[src/rtl/led_seq_pkg.sv]
// Shared constants for the microcode LED/PWM sequencer: opcodes, FSM state
// encoding and instruction-word field offsets derived from the parameters.
package led_seq_pkg;

  localparam logic [2:0] OP_WAIT = 3'd0;
  localparam logic [2:0] OP_JUMP = 3'd1;
  localparam logic [2:0] OP_LDC  = 3'd2;
  localparam logic [2:0] OP_DJNZ = 3'd3;
  localparam logic [2:0] OP_HALT = 3'd4;

  localparam logic [2:0] ST_IDLE  = 3'd0;
  localparam logic [2:0] ST_FETCH = 3'd1;
  localparam logic [2:0] ST_EXEC  = 3'd2;
  localparam logic [2:0] ST_WAIT  = 3'd3;
  localparam logic [2:0] ST_HALT  = 3'd4;

  // Word layout, MSB to LSB: pwm fields, vec, opcode[2:0], arg
  function automatic int unsigned op_lsb(input int unsigned arg_w);
    return arg_w;
  endfunction

  function automatic int unsigned vec_lsb(input int unsigned arg_w);
    return arg_w + 3;
  endfunction

  function automatic int unsigned pwm_lsb(input int unsigned arg_w, input int unsigned vec_w);
    return arg_w + 3 + vec_w;
  endfunction

  function automatic int unsigned word_w(input int unsigned pwm_ch, input int unsigned pwm_w,
                                         input int unsigned vec_w, input int unsigned arg_w);
    return pwm_ch * pwm_w + vec_w + 3 + arg_w;
  endfunction

endpackage

[src/rtl/led_sequencer_prescaler.sv]
// Wait-tick prescaler: tick is high on every PRESCALE-th cycle after a clear.
module seq_prescaler #(
  parameter int unsigned PRESCALE = 1000
) (
  input  logic clk,
  input  logic reset,
  input  logic clear,
  output logic tick
);

  localparam int unsigned CNT_W = (PRESCALE > 1) ? $clog2(PRESCALE) : 1;

  logic [CNT_W-1:0] cnt_q, cnt_d;

  assign tick = (cnt_q == CNT_W'(PRESCALE - 1));

  always_comb begin
    cnt_d = cnt_q + CNT_W'(1);
    if (clear || tick) cnt_d = '0;
  end

  always_ff @(posedge clk) begin
    if (reset) cnt_q <= '0;
    else       cnt_q <= cnt_d;
  end

endmodule

[src/rtl/led_sequencer.sv]
// Microcode LED/PWM pattern sequencer: fetches words from a synchronous-read
// instruction memory and drives a registered LED vector and PWM duty levels.
module led_sequencer
  import led_seq_pkg::*;
#(
  parameter int unsigned VEC_W      = 12,
  parameter int unsigned PWM_CH     = 2,
  parameter int unsigned PWM_W      = 4,
  parameter int unsigned ARG_W      = 9,
  parameter int unsigned ADDR_W     = 9,
  parameter int unsigned LOOP_W     = 8,
  parameter int unsigned PRESCALE   = 1000,
  parameter int unsigned START_ADDR = 0
) (
  input  logic                            clk,
  input  logic                            reset,
  input  logic                            start,
  output logic                            imem_en,
  output logic [ADDR_W-1:0]               imem_addr,
  input  logic [PWM_CH*PWM_W+VEC_W+3+ARG_W-1:0] imem_data,
  output logic [VEC_W-1:0]                vec,
  output logic [PWM_CH*PWM_W-1:0]         pwm,
  output logic                            busy,
  output logic                            halted,
  output logic                            err
);

  localparam int unsigned PWM_TW  = PWM_CH * PWM_W;
  localparam int unsigned OP_LSB  = op_lsb(ARG_W);
  localparam int unsigned VEC_LSB = vec_lsb(ARG_W);
  localparam int unsigned PWM_LSB = pwm_lsb(ARG_W, VEC_W);

  logic [2:0]        state_q, state_d;
  logic [ADDR_W-1:0] pc_q, pc_d;
  logic [LOOP_W-1:0] loop_cnt_q, loop_cnt_d;
  logic [ARG_W-1:0]  wait_cnt_q, wait_cnt_d;
  logic [VEC_W-1:0]  vec_q, vec_d;
  logic [PWM_TW-1:0] pwm_q, pwm_d;
  logic              err_q, err_d;
  logic              busy_q, busy_d;
  logic              halted_q, halted_d;
  logic              imem_en_q, imem_en_d;
  logic [ADDR_W-1:0] imem_addr_q, imem_addr_d;

  logic [2:0]        word_op;
  logic [ARG_W-1:0]  word_arg;
  logic [VEC_W-1:0]  word_vec;
  logic [PWM_TW-1:0] word_pwm;
  logic [ADDR_W-1:0] pc_inc;
  logic              tick;

  assign word_op  = imem_data[OP_LSB +: 3];
  assign word_arg = imem_data[ARG_W-1:0];
  assign word_vec = imem_data[VEC_LSB +: VEC_W];
  assign word_pwm = imem_data[PWM_LSB +: PWM_TW];
  assign pc_inc   = pc_q + ADDR_W'(1);

  // Prescaler runs only while sitting in WAIT; every other state holds it cleared
  seq_prescaler #(.PRESCALE(PRESCALE)) u_prescaler (
    .clk   (clk),
    .reset (reset),
    .clear (state_q != ST_WAIT),
    .tick  (tick)
  );

  always_comb begin
    state_d    = state_q;
    pc_d       = pc_q;
    loop_cnt_d = loop_cnt_q;
    wait_cnt_d = wait_cnt_q;
    vec_d      = vec_q;
    pwm_d      = pwm_q;
    err_d      = err_q;

    case (state_q)
      ST_IDLE, ST_HALT: begin
        if (start) begin
          pc_d    = ADDR_W'(START_ADDR);
          err_d   = 1'b0;
          state_d = ST_FETCH;
        end
      end
      ST_FETCH: state_d = ST_EXEC;
      ST_EXEC: begin
        state_d = ST_FETCH;
        case (word_op)
          OP_WAIT: begin
            vec_d      = word_vec;
            pwm_d      = word_pwm;
            wait_cnt_d = word_arg;
            if (word_arg == '0) pc_d = pc_inc;
            else                state_d = ST_WAIT;
          end
          OP_JUMP: pc_d = word_arg[ADDR_W-1:0];
          OP_LDC: begin
            loop_cnt_d = word_arg[LOOP_W-1:0];
            pc_d       = pc_inc;
          end
          OP_DJNZ: begin
            // A zero counter falls through without wrapping to all-ones
            if (loop_cnt_q == '0) begin
              pc_d = pc_inc;
            end else begin
              loop_cnt_d = loop_cnt_q - LOOP_W'(1);
              pc_d = (loop_cnt_q != LOOP_W'(1)) ? word_arg[ADDR_W-1:0] : pc_inc;
            end
          end
          OP_HALT: begin
            vec_d   = word_vec;
            pwm_d   = word_pwm;
            state_d = ST_HALT;
          end
          default: begin
            err_d   = 1'b1;
            state_d = ST_HALT;
          end
        endcase
      end
      ST_WAIT: begin
        if (tick) begin
          if (wait_cnt_q == ARG_W'(1)) begin
            pc_d    = pc_inc;
            state_d = ST_FETCH;
          end else begin
            wait_cnt_d = wait_cnt_q - ARG_W'(1);
          end
        end
      end
      default: state_d = ST_IDLE;
    endcase

    busy_d      = (state_d == ST_FETCH) || (state_d == ST_EXEC) || (state_d == ST_WAIT);
    halted_d    = (state_d == ST_HALT);
    imem_en_d   = (state_d == ST_FETCH);
    imem_addr_d = pc_d;
  end

  always_ff @(posedge clk) begin
    if (reset) begin
      state_q     <= ST_IDLE;
      pc_q        <= ADDR_W'(START_ADDR);
      loop_cnt_q  <= '0;
      wait_cnt_q  <= '0;
      vec_q       <= '0;
      pwm_q       <= '0;
      err_q       <= 1'b0;
      busy_q      <= 1'b0;
      halted_q    <= 1'b0;
      imem_en_q   <= 1'b0;
      imem_addr_q <= ADDR_W'(START_ADDR);
    end else begin
      state_q     <= state_d;
      pc_q        <= pc_d;
      loop_cnt_q  <= loop_cnt_d;
      wait_cnt_q  <= wait_cnt_d;
      vec_q       <= vec_d;
      pwm_q       <= pwm_d;
      err_q       <= err_d;
      busy_q      <= busy_d;
      halted_q    <= halted_d;
      imem_en_q   <= imem_en_d;
      imem_addr_q <= imem_addr_d;
    end
  end

  assign vec       = vec_q;
  assign pwm       = pwm_q;
  assign err       = err_q;
  assign busy      = busy_q;
  assign halted    = halted_q;
  assign imem_en   = imem_en_q;
  assign imem_addr = imem_addr_q;

endmodule

[config.mk]
export PLATFORM = sky130hd
export DESIGN_NAME = led_sequencer
export DESIGN_NICKNAME = d
export VERILOG_FILES = /design/src/rtl/led_seq_pkg.sv /design/src/rtl/led_sequencer_prescaler.sv /design/src/rtl/led_sequencer.sv
export SDC_FILE = /design/constraint.sdc
export NUM_CORES = 1
export LEC_CHECK = 0
export CORE_UTILIZATION = 25
export DETAILED_ROUTE_END_ITERATION = 8
export DONT_BUFFER_PORTS = 1
export PLACE_DENSITY_LB_ADDON = 0.1
export SYNTH_ARGS = -nofsm -noshare
export SYNTH_HDL_FRONTEND = slang
export SYNTH_SLANG_ARGS = --single-unit
[constraint.sdc]
create_clock -name clk -period 4.2 [get_ports clk]
set_input_delay 0.42 -clock clk [delete_from_list [all_inputs] [get_ports clk]]
set_output_delay 0.42 -clock clk [all_outputs]
set_load 0.02 [all_outputs]
# After elaboration in Yosys (flattened, before gate mapping)
# Index checks and enable logic that the tools add are counted.
# classes
n_eq_ne	25
muxes	23
n_bitwise	0
div	0
add_sub_neg	4
magnitude_cmp	0
shifts	0
n_mul	0
n_reduce_logical	21
# ops
op	count
two-way mux 9 bit	9
one-hot mux 9 bit (4 select lines)	1
one-hot mux 9 bit (3 select lines)	1
equality test 3 x 2 -> 1 bit, second input constant	6
one-hot mux 9 bit (2 select lines)	1
one-hot mux 8 bit (2 select lines)	1
one-hot mux 3 bit (4 select lines)	1
adder 10 x 1 -> 10 bit, second input constant	1
equality test 10 bit, second input constant	1
!= test 2 bit, second input constant	5
adder 9 x 1 -> 9 bit, second input constant	1
equality test 3 x 1 -> 1 bit, second input constant	3
equality test 3 bit, second input constant	3
equality test 9 x 1 -> 1 bit, second input constant	1
logical NOT 9 bit	1
two-way mux 3 bit	3
subtractor 9 x 1 -> 9 bit, second input constant	1
logical NOT 8 bit	1
two-way mux 8 bit	1
!= test 8 x 1 -> 1 bit, second input constant	1
subtractor 8 x 1 -> 8 bit, second input constant	1
logical NOT 3 bit	2
one-hot mux 3 bit (2 select lines)	1
AND reduction 3 bit	2
16 further kinds	24
# totals
output_inout_bits	33
regBits	63
rom_bits	0
word_cells	84
inputBits	35
mem_bits_rw	0
n_memories	0
latch_bits	0

# Logic depth before layout (Yosys ltp)
# Gate-level depths: netlist (run 1).
# depth
word_depth	7
ltp_mapped	8
ltp_nobuf	7

# Hierarchy
# From an unflattened synthesis (run 1), not the netlist that was laid out.
# unflattened
cells_unflattened	404
hier_area_um2	3258.1
# by_module_without_submodules
module	seq_area_each_um2	cells_each	area_each_um2	instances
led_sequencer	1061.0	352	2798.9	1
seq_prescaler	200.2	52	459.2	1

# Worst setup path before layout (run 1)
# OpenSTA, ideal clock, no wires.
# synth_timing
path_type	input port to flip-flop
startpoint	input port imem_data[11]
endpoint	register imem_addr_q[5], in the netlist imem_addr[5]
n_path_buf	2
arrival_time_ns	1.823
cell_stages	7
slack_ns	2.246
cell_sequence	buf_2 or3b_2 a31oi_1 buf_2 nor3_1 o311ai_1 o31ai_1
# synth_via
elab_chain_cells	3
word_cells_on_any_way	9
classes_between	5 x eq/ne; 2 x mux; 2 x reduce/logical
# synth_lines
element	line_no	source
from (decl)	led_sequencer.sv:20	input logic [PWM_CH*PWM_W+VEC_W+3+ARG_W-1:0] imem_data,
equality test 3 x 2 -> 1 bit, or another cell as far along	led_sequencer.sv:86	case (word_op)
one-hot mux 9 bit (4 select lines), or another cell as far along	led_sequencer.sv:86	
one-hot mux 9 bit (3 select lines) / AND reduction 6 bit (equally long branches)	n/a	
to (signal assigned)	led_sequencer.sv:150	imem_addr_q <= ADDR_W'(START_ADDR);
to (signal assigned)	led_sequencer.sv:162	imem_addr_q <= imem_addr_d;
to (decl)	led_sequencer.sv:43	logic [ADDR_W-1:0] imem_addr_q, imem_addr_d;
# Several ways; a longest one is shown, not always the timed one.
# A chain may end at the register's enable or synchronous reset.

# Worst setup path after layout (run 1)
# layout_timing
startpoint	register state_q[1]
endpoint	register vec_q[1], in the netlist vec[1]
# layout_via
elab_chain_cells	2
# layout_lines
element	line_no	source
from (decl)	led_sequencer.sv:33	logic [2:0] state_q, state_d;
from (signal assigned)	led_sequencer.sv:152	state_q <= state_d;
equality test 3 x 2 -> 1 bit	led_sequencer.sv:75	case (state_q)
AND reduction 2 bit (no source line)	n/a	
to (signal assigned)	led_sequencer.sv:156	vec_q <= vec_d;
to (decl)	led_sequencer.sv:37	logic [VEC_W-1:0] vec_q, vec_d;
# Every way passes these cells.

==> out/results.tsv, run 1 <==
stage	metric	value	unit
cells_and_area	nets	433	
power_and_ir_drop	p_seq_share	45.3	%
worst_setup_path	startpoint	state_q[1]	
yosys	syn_nets	441	
yosys	synth_area_leaders	dfxtp_1, a21oi_1, nand2_1	
worst_setup_path	endpoint_kind	flop	
clocking	cts_buffer_depth	2	
power_and_ir_drop	switchingPower	0.3463	mW
die	design.core.area	12160	µm²
power_and_ir_drop	worst_ir_drop_vdd	0.1675	mV
global_routing	grt_max_degree	52	
cells_and_area	drive_gt1_share	7.576	%
global_routing	grt_pass1_wl	14340	µm
global_routing	overflow	0	
worst_setup_path	crit_path_start_kind	flop	
clocking	clock-root-buffer	clkbuf_16	
placed_design	portBuffers	0	
die	dieArea	13120	µm²
global_routing	antenna_found_initial	0	
power_and_ir_drop	pwr-share-comb	5.9	%
clocking	cts_buffers	9	
yosys	synth.avg_cell_area	7.934	µm²
clocking	ctsHtreeMaxLevel	3	
worst_setup_path	criticalPathCategory	reg -> reg	
clocking	cts_tree	done	
yosys	synth-async-reset-ratio	0	%
sta	tns	0	ns
worst_setup_path	crit_buf_inv	0	
worst_setup_path	critPathMaxFanout	20	
sta	finalSetupViolCount	0	
power_and_ir_drop	power_density	387.4	nW/µm²
worst_setup_path	worstPathRequired	4.47	ns
sta	rsz0062_at_grt	false	
drt	ant_nets	0	
sta	slew_headroom	19.40	%
yosys	netlist_area	3166	µm²
drt	num_vias	2709	
drt	wl_per_cell	16.12	µm
clocking	ctsResizeCount	0	
cells_and_area	fillerInstances	1320	
worst_setup_path	max_stage_delay	0.96	ns
die	start_util	26.03	%
sta	drv_slew	0	
worst_setup_path	crit_path_top_delay_cell	nor3_2	
run	drv_cap	0	
placed_design	gp_congestion	0.7182	
power_and_ir_drop	intPower	1.036	mW
die	rows	40	
power_and_ir_drop	power.total	1.382	mW
sta	fmax	439.6	MHz
placed_design	placedInstanceArea	3309	µm²
clocking	cts_num_sinks	63	
worst_setup_path	cpLargestDelayFamily	simple AND/OR/NAND/NOR gates	
drt	dr_wl_met2	3944	µm
yosys	ys.flop_type	dfxtp_1	
sta	timing.final.hold_violations	0	
die	top_level_ports	68	
cells_and_area	num_antenna_cells	0	
clocking	cts_setup_buffers	0	
drt	wl_met1	4565	µm
global_routing	grt_pass1_vias	2490	
cells_and_area	design_area	3568	µm²
worst_hold_path	hold_path_class	in -> reg	
clocking	clkTransAtPathRegs	0.06	ns
drt	drt_iter0_markers	108	
yosys	netlist_instances	399	
power_and_ir_drop	power.leakage	1.144	nW
sta	period_share	54.16	%
run_status	status	finished, final reports clean	
cells_and_area	area_growth	12.73	%
worst_hold_path	min_from	reset	
clocking	insertion_delay	0.34	ns
worst_setup_path	r2r_start	state_q[1]	
drt	vias_per_cell	4.803	
die	fp.dieH	114.5	µm
sta	fin_skew	0.01310	ns
yosys	yosys.area.top_type	dfxtp_1	
yosys	synth_top_area_share	39.84	%
drt	drc	0	
power_and_ir_drop	pwr-share-clk	48.8	%
drt	drt_pass1_iterations	4	
die	die_x	114.5	µm
sta	worst_pin_slew	1.202	ns
drt	wl	9092	µm
yosys	ys_types	54	
drt	met3WireLength	448	µm
power_and_ir_drop	netSwitchingFraction	25.05	%
drt	top_layer_used	met4	
yosys	ys_warn_count	0	
yosys	synth-edff-count	0	
yosys	synth-seq-cells	63	
clocking	cts_hold_buffers	0	
sta	fin_crit	2.275	ns
worst_setup_path	critical_path.cell_chain	or3b_1 -> nor3_2 -> nand2_1 -> a21oi_1	
yosys	yosysSeqAreaShare	39.84	%
worst_setup_path	critPathArrivalTime	2.54	ns
global_routing	grt_usage	14.65	%
placed_design	dp_hpwl	6398	µm
## routing by layer
metal | GRT usage, % | vias up
met4 | 5.974 | 0
met5 | 0 | -
met2 | 20.36 | 40
met3 | 5.082 | 8
li1 | - | 1397
met1 | 20.39 | 1264
## worst register-to-register path, delay by kind of cell, from the launching register on
kind            cells  cell delay [ns]
simple gates        3             1.63
flops               1             0.41
compound gates      1             0.17
## final timing paths
path | slack [ns] | to | depth (start not counted)
hold reg to reg | 0.45 | u_prescaler.cnt_q[0] | 1
hold / removal | 0.15 | wait_cnt_q[6] | 1
setup / recovery | 1.93 | vec[1] | 4
setup reg to reg | 1.93 | vec[1] | 4
## logic make-up (layout without fill, tap and decap cells)
group	after synthesis	in the layout	synth area share (%)
adder cells (fa/ha/maj)	7	7	2.767
flip-flops	63	63	39.84
AND/OR/NAND/NOR	175	175	27.83
XOR/XNOR	13	13	3.597
buffers and inverters	34	31	4.269
multiplexers	4	4	1.265
AO/OA/AOI/OAI	103	103	20.44
## per-stage QoR
stage          hold slack (ns)  std cells  worst slack, ns  util [%]
2_1_floorplan           0.4175        399            2.246         -
3_3_place_gp            0.4340        548            1.927     27.21
3_5_place_dp            0.4450        548            1.843     27.21
4_1_cts                 0.1386        564            1.835     29.34
5_1_grt                 0.1313        564            1.640     29.34
6_report                0.1505        564            1.925     29.34
## layout by cell type, fill, tap and decap left out, drive strengths merged, types with 3 or more instances in the layout
cell type,count
or3b,3
o31ai,3
nand3b,4
nand2,59
ha,7
o211ai,7
clkbuf,12
a31oi,3
nor3,18
o21a,3
xnor2,7
mux2i,4
nor2b,3
a21oi,46
a211oi,6
dfxtp,63
xor2,6
nor4,7
inv,13
clkinv,3
nor3b,4
a22oi,3
o21ai,14
or3,3
nand3,9
or2,6
nor4b,4
nor2,42
o22ai,3
## synthesized netlist by cell type (3+ instances only)
master and n:
ha_1 7, o21a_1 3, a22oi_1 3, buf_2 3, nand3b_1 4, nor3b_1 4, nor4b_1 4, nor2b_1 3
o31ai_1 3, nor3_1 18, nor2_1 42, or2_2 6, dfxtp_1 63, a211oi_1 6, nand2_1 59, clkbuf_1 16
a21oi_1 46, nor4_1 5, o211ai_1 7, o21ai_0 14, xnor2_1 7, or3_1 3, xor2_1 6, nand3_1 9
inv_1 13, mux2i_1 4, a31oi_1 3
## registers in the layout (all words and copies together), names as in the netlist, 3 cells and up
| register | flops |
|---|---|
| vec | 12 |
| u_prescaler.cnt_q | 10 |
| imem_addr | 9 |
| wait_cnt_q | 9 |
| loop_cnt_q | 8 |
| pwm | 8 |
| state_q | 3 |
## layout make-up
class	count	area (µm²)	share of cell area, %
multi-input combinational	302	1774	49.72
inverter	13	48.80	1.367
clock inverter	4	22.52	0.6311
tap	168	210.2	5.891
timing repair buffer	2	15.01	0.4208
sequential	63	1261	35.34
clock buffer	12	236.5	6.627
## power groups by stage
| stage | Combinational (mW) | Sequential, mW | Clock, mW |
|---|---|---|---|
| 2_1_floorplan | 0.0751 | 0.635 | 0 |
| 3_3_place_gp | 0.0818 | 0.639 | 0 |
| 3_5_place_dp | 0.0816 | 0.639 | 0 |
| 4_1_cts | 0.0820 | 0.626 | 0.694 |
| 5_1_grt | 0.0924 | 0.628 | 0.721 |
| 6_report | 0.0810 | 0.626 | 0.675 |
(Power assumes the default switching activity.)
==> inputs of run 2 (changes only) <==
==> constraint.sdc (replaced) <==
create_clock -name clk -period 2.2 [get_ports clk]
set_input_delay 0.22 -clock clk [delete_from_list [all_inputs] [get_ports clk]]
set_output_delay 0.22 -clock clk [all_outputs]
set_load 0.02 [all_outputs]
==> run 2 against run 1 <==
  * Combinational power grew 150%
  * Count of clock-buffer cells in the layout is 3 lower
  * Clock power is 94% higher
  * Sequential share of layout area shrank 1.8 points
  * Worst setup slack got worse by 1.7 ns
==> out/results.tsv, run 2 (synthesized netlist as in run 1, its figures left out) <==
stage	metric	value	unit
sta	tns	0	ns
die	top_level_ports	68	
die	dieArea	13120	µm²
clocking	clkTransAtPathRegs	0.06	ns
cells_and_area	area_growth	18.70	%
cells_and_area	final_cell_mix	dfxtp_1, nand2_1, a21oi_1	
worst_setup_path	r2r-end	imem_addr[2]	
clocking	cts_buffers	9	
global_routing	grt_pass1_wl	14430	µm
sta	finalSetupViolCount	0	
global_routing	antenna_found_initial	0	
sta	fmax	494.4	MHz
power_and_ir_drop	power.total	2.703	mW
worst_setup_path	endpoint_kind	flop	
drt	drt_iter0_markers	115	
die	rows	40	
worst_hold_path	holdPathEnd	pwm[1]	
placed_design	portBuffers	0	
clocking	ctsHtreeMaxLevel	3	
worst_hold_path	whs_path_depth	2	
die	design.core.area	12160	µm²
worst_setup_path	critPathMaxFanout	11	
sta	fin_skew	0.003560	ns
sta	drv_slew	0	
die	fp.dieH	114.5	µm
worst_setup_path	reg2reg_slack	0.18	ns
sta	rsz0062_at_grt	false	
die	start_util	26.03	%
cells_and_area	largest_register_ffs	12	
cells_and_area	drive_gt1_share	10.90	%
cells_and_area	num_antenna_cells	0	
worst_setup_path	criticalPathCategory	reg -> reg	
placed_design	dp_hpwl	6459	µm
drt	drt_pass1_iterations	4	
sta	slew_headroom	51.38	%
drt	ant_nets	0	
run	drv_cap	0	
placed_design	gp_congestion	0.7126	
drt	drc	0	
die	die_x	114.5	µm
clocking	cts_tree	done	
drt	wl_per_cell	15.71	µm
power_and_ir_drop	power.leakage	1.234	nW
worst_setup_path	crit_path_start_kind	flop	
clocking	clock-root-buffer	clkbuf_16	
sta	fin_crit	2.023	ns
worst_setup_path	critPathArrivalTime	2.29	ns
cells_and_area	final_core_util	30.90	%
power_and_ir_drop	worst_ir_drop_vdd	0.3346	mV
sta	timing.final.hold_violations	0	
worst_setup_path	startpoint	loop_cnt_q[4]	
global_routing	grt_pass1_vias	2632	
global_routing	overflow	0	
power_and_ir_drop	power_density	719.4	nW/µm²
global_routing	grt_usage	14.71	%
worst_setup_path	worstPathRequired	2.47	ns
clocking	insertion_delay	0.34	ns
worst_setup_path	rr_worst_depth	6	
drt	num_vias	2766	
sta	period_share	91.94	%
run_status	status	finished, final reports clean	
worst_setup_path	r2r_start	loop_cnt_q[4]	
cells_and_area	final_common_cell	dfxtp_1	
sta	worst_pin_slew	0.7292	ns
clocking	cts_setup_buffers	0	
worst_hold_path	hold_path_class	in -> reg	
drt	wl	9125	µm
drt	vias_per_cell	4.761	
global_routing	grt_max_degree	47	
cells_and_area	nets	450	
worst_hold_path	min_from	imem_data[25]	
clocking	cts_buffer_depth	2	
clocking	cts_num_sinks	63	
-- run 2: repair_timing --
action | in CTS | in global routing
endpoints found under the setup margin | 0 | 8
hold buffers | 6 | 0
endpoints found under the hold margin | 46 | 0
resized for setup | 0 | 1
-- run 2: worst max-delay path, cell delays in order (launching register included) --
cell and delay [ns]:
dfxtp_1 0.35, nor4_1 0.58, a31oi_1 0.26, buf_12 0.21, nor4b_1 0.29, o211ai_1 0.13, a21oi_1 0.14
-- run 2: power breakdown --
| part | internal (mW) | leakage [nW] | switching (mW) |
|---|---|---|---|
| logic | 0.0828 | 0.598 | 0.117 |
| registers | 1.16 | 0.509 | 0.0313 |
| clock network | 0.760 | 0.127 | 0.551 |
| total | 2.00 | 1.23 | 0.699 |
-- run 2: area by class of cell --
type	count	area, µm²
Clock buffer	9	225.2
Clock inverter	7	50.05
Fill cell	1335	8404
Inverter	13	48.80
Multi-Input combinational cell	302	1782
Sequential cell	63	1261
Tap cell	168	210.2
Timing Repair Buffer	19	180.2
-- run 2: metal layers --
layer / routed length, µm / GRT usage (%) / up-vias
met1: 4319 / 18.59 / 1284
met3: 463 / 5.664 / 10
met2: 4211 / 22.63 / 36
li1: - / - / 1436
met5: 0 / 0 / -
met4: 130 / 5.455 / 0
-- run 2: per-stage QoR --
stage	hold WS, ns	std cells	setup slack, ns	cell area, µm²
finish	0.01777	581	0.1773	3757
global route	0.006529	581	0.01431	3757
CTS	0.0002493	581	0.1389	3750
detailed placement	0.2967	559	0.1521	3405
global placement	0.2962	559	0.2103	3405
floorplan	0.3560	399	0.3855	3166
-- run 2: worst max path at each step --
| stage | to | slack [ns] | cells past startpoint |
|---|---|---|---|
| finish | imem_addr[2] | 0.18 | 6 |
| global route | imem_addr[6] | 0.01 | 6 |
| CTS | wait_cnt_q[0] | 0.14 | 5 |
| detailed placement | wait_cnt_q[6] | 0.15 | 6 |
| global placement | wait_cnt_q[0] | 0.21 | 5 |
| floorplan | wait_cnt_q[8] | 0.39 | 7 |
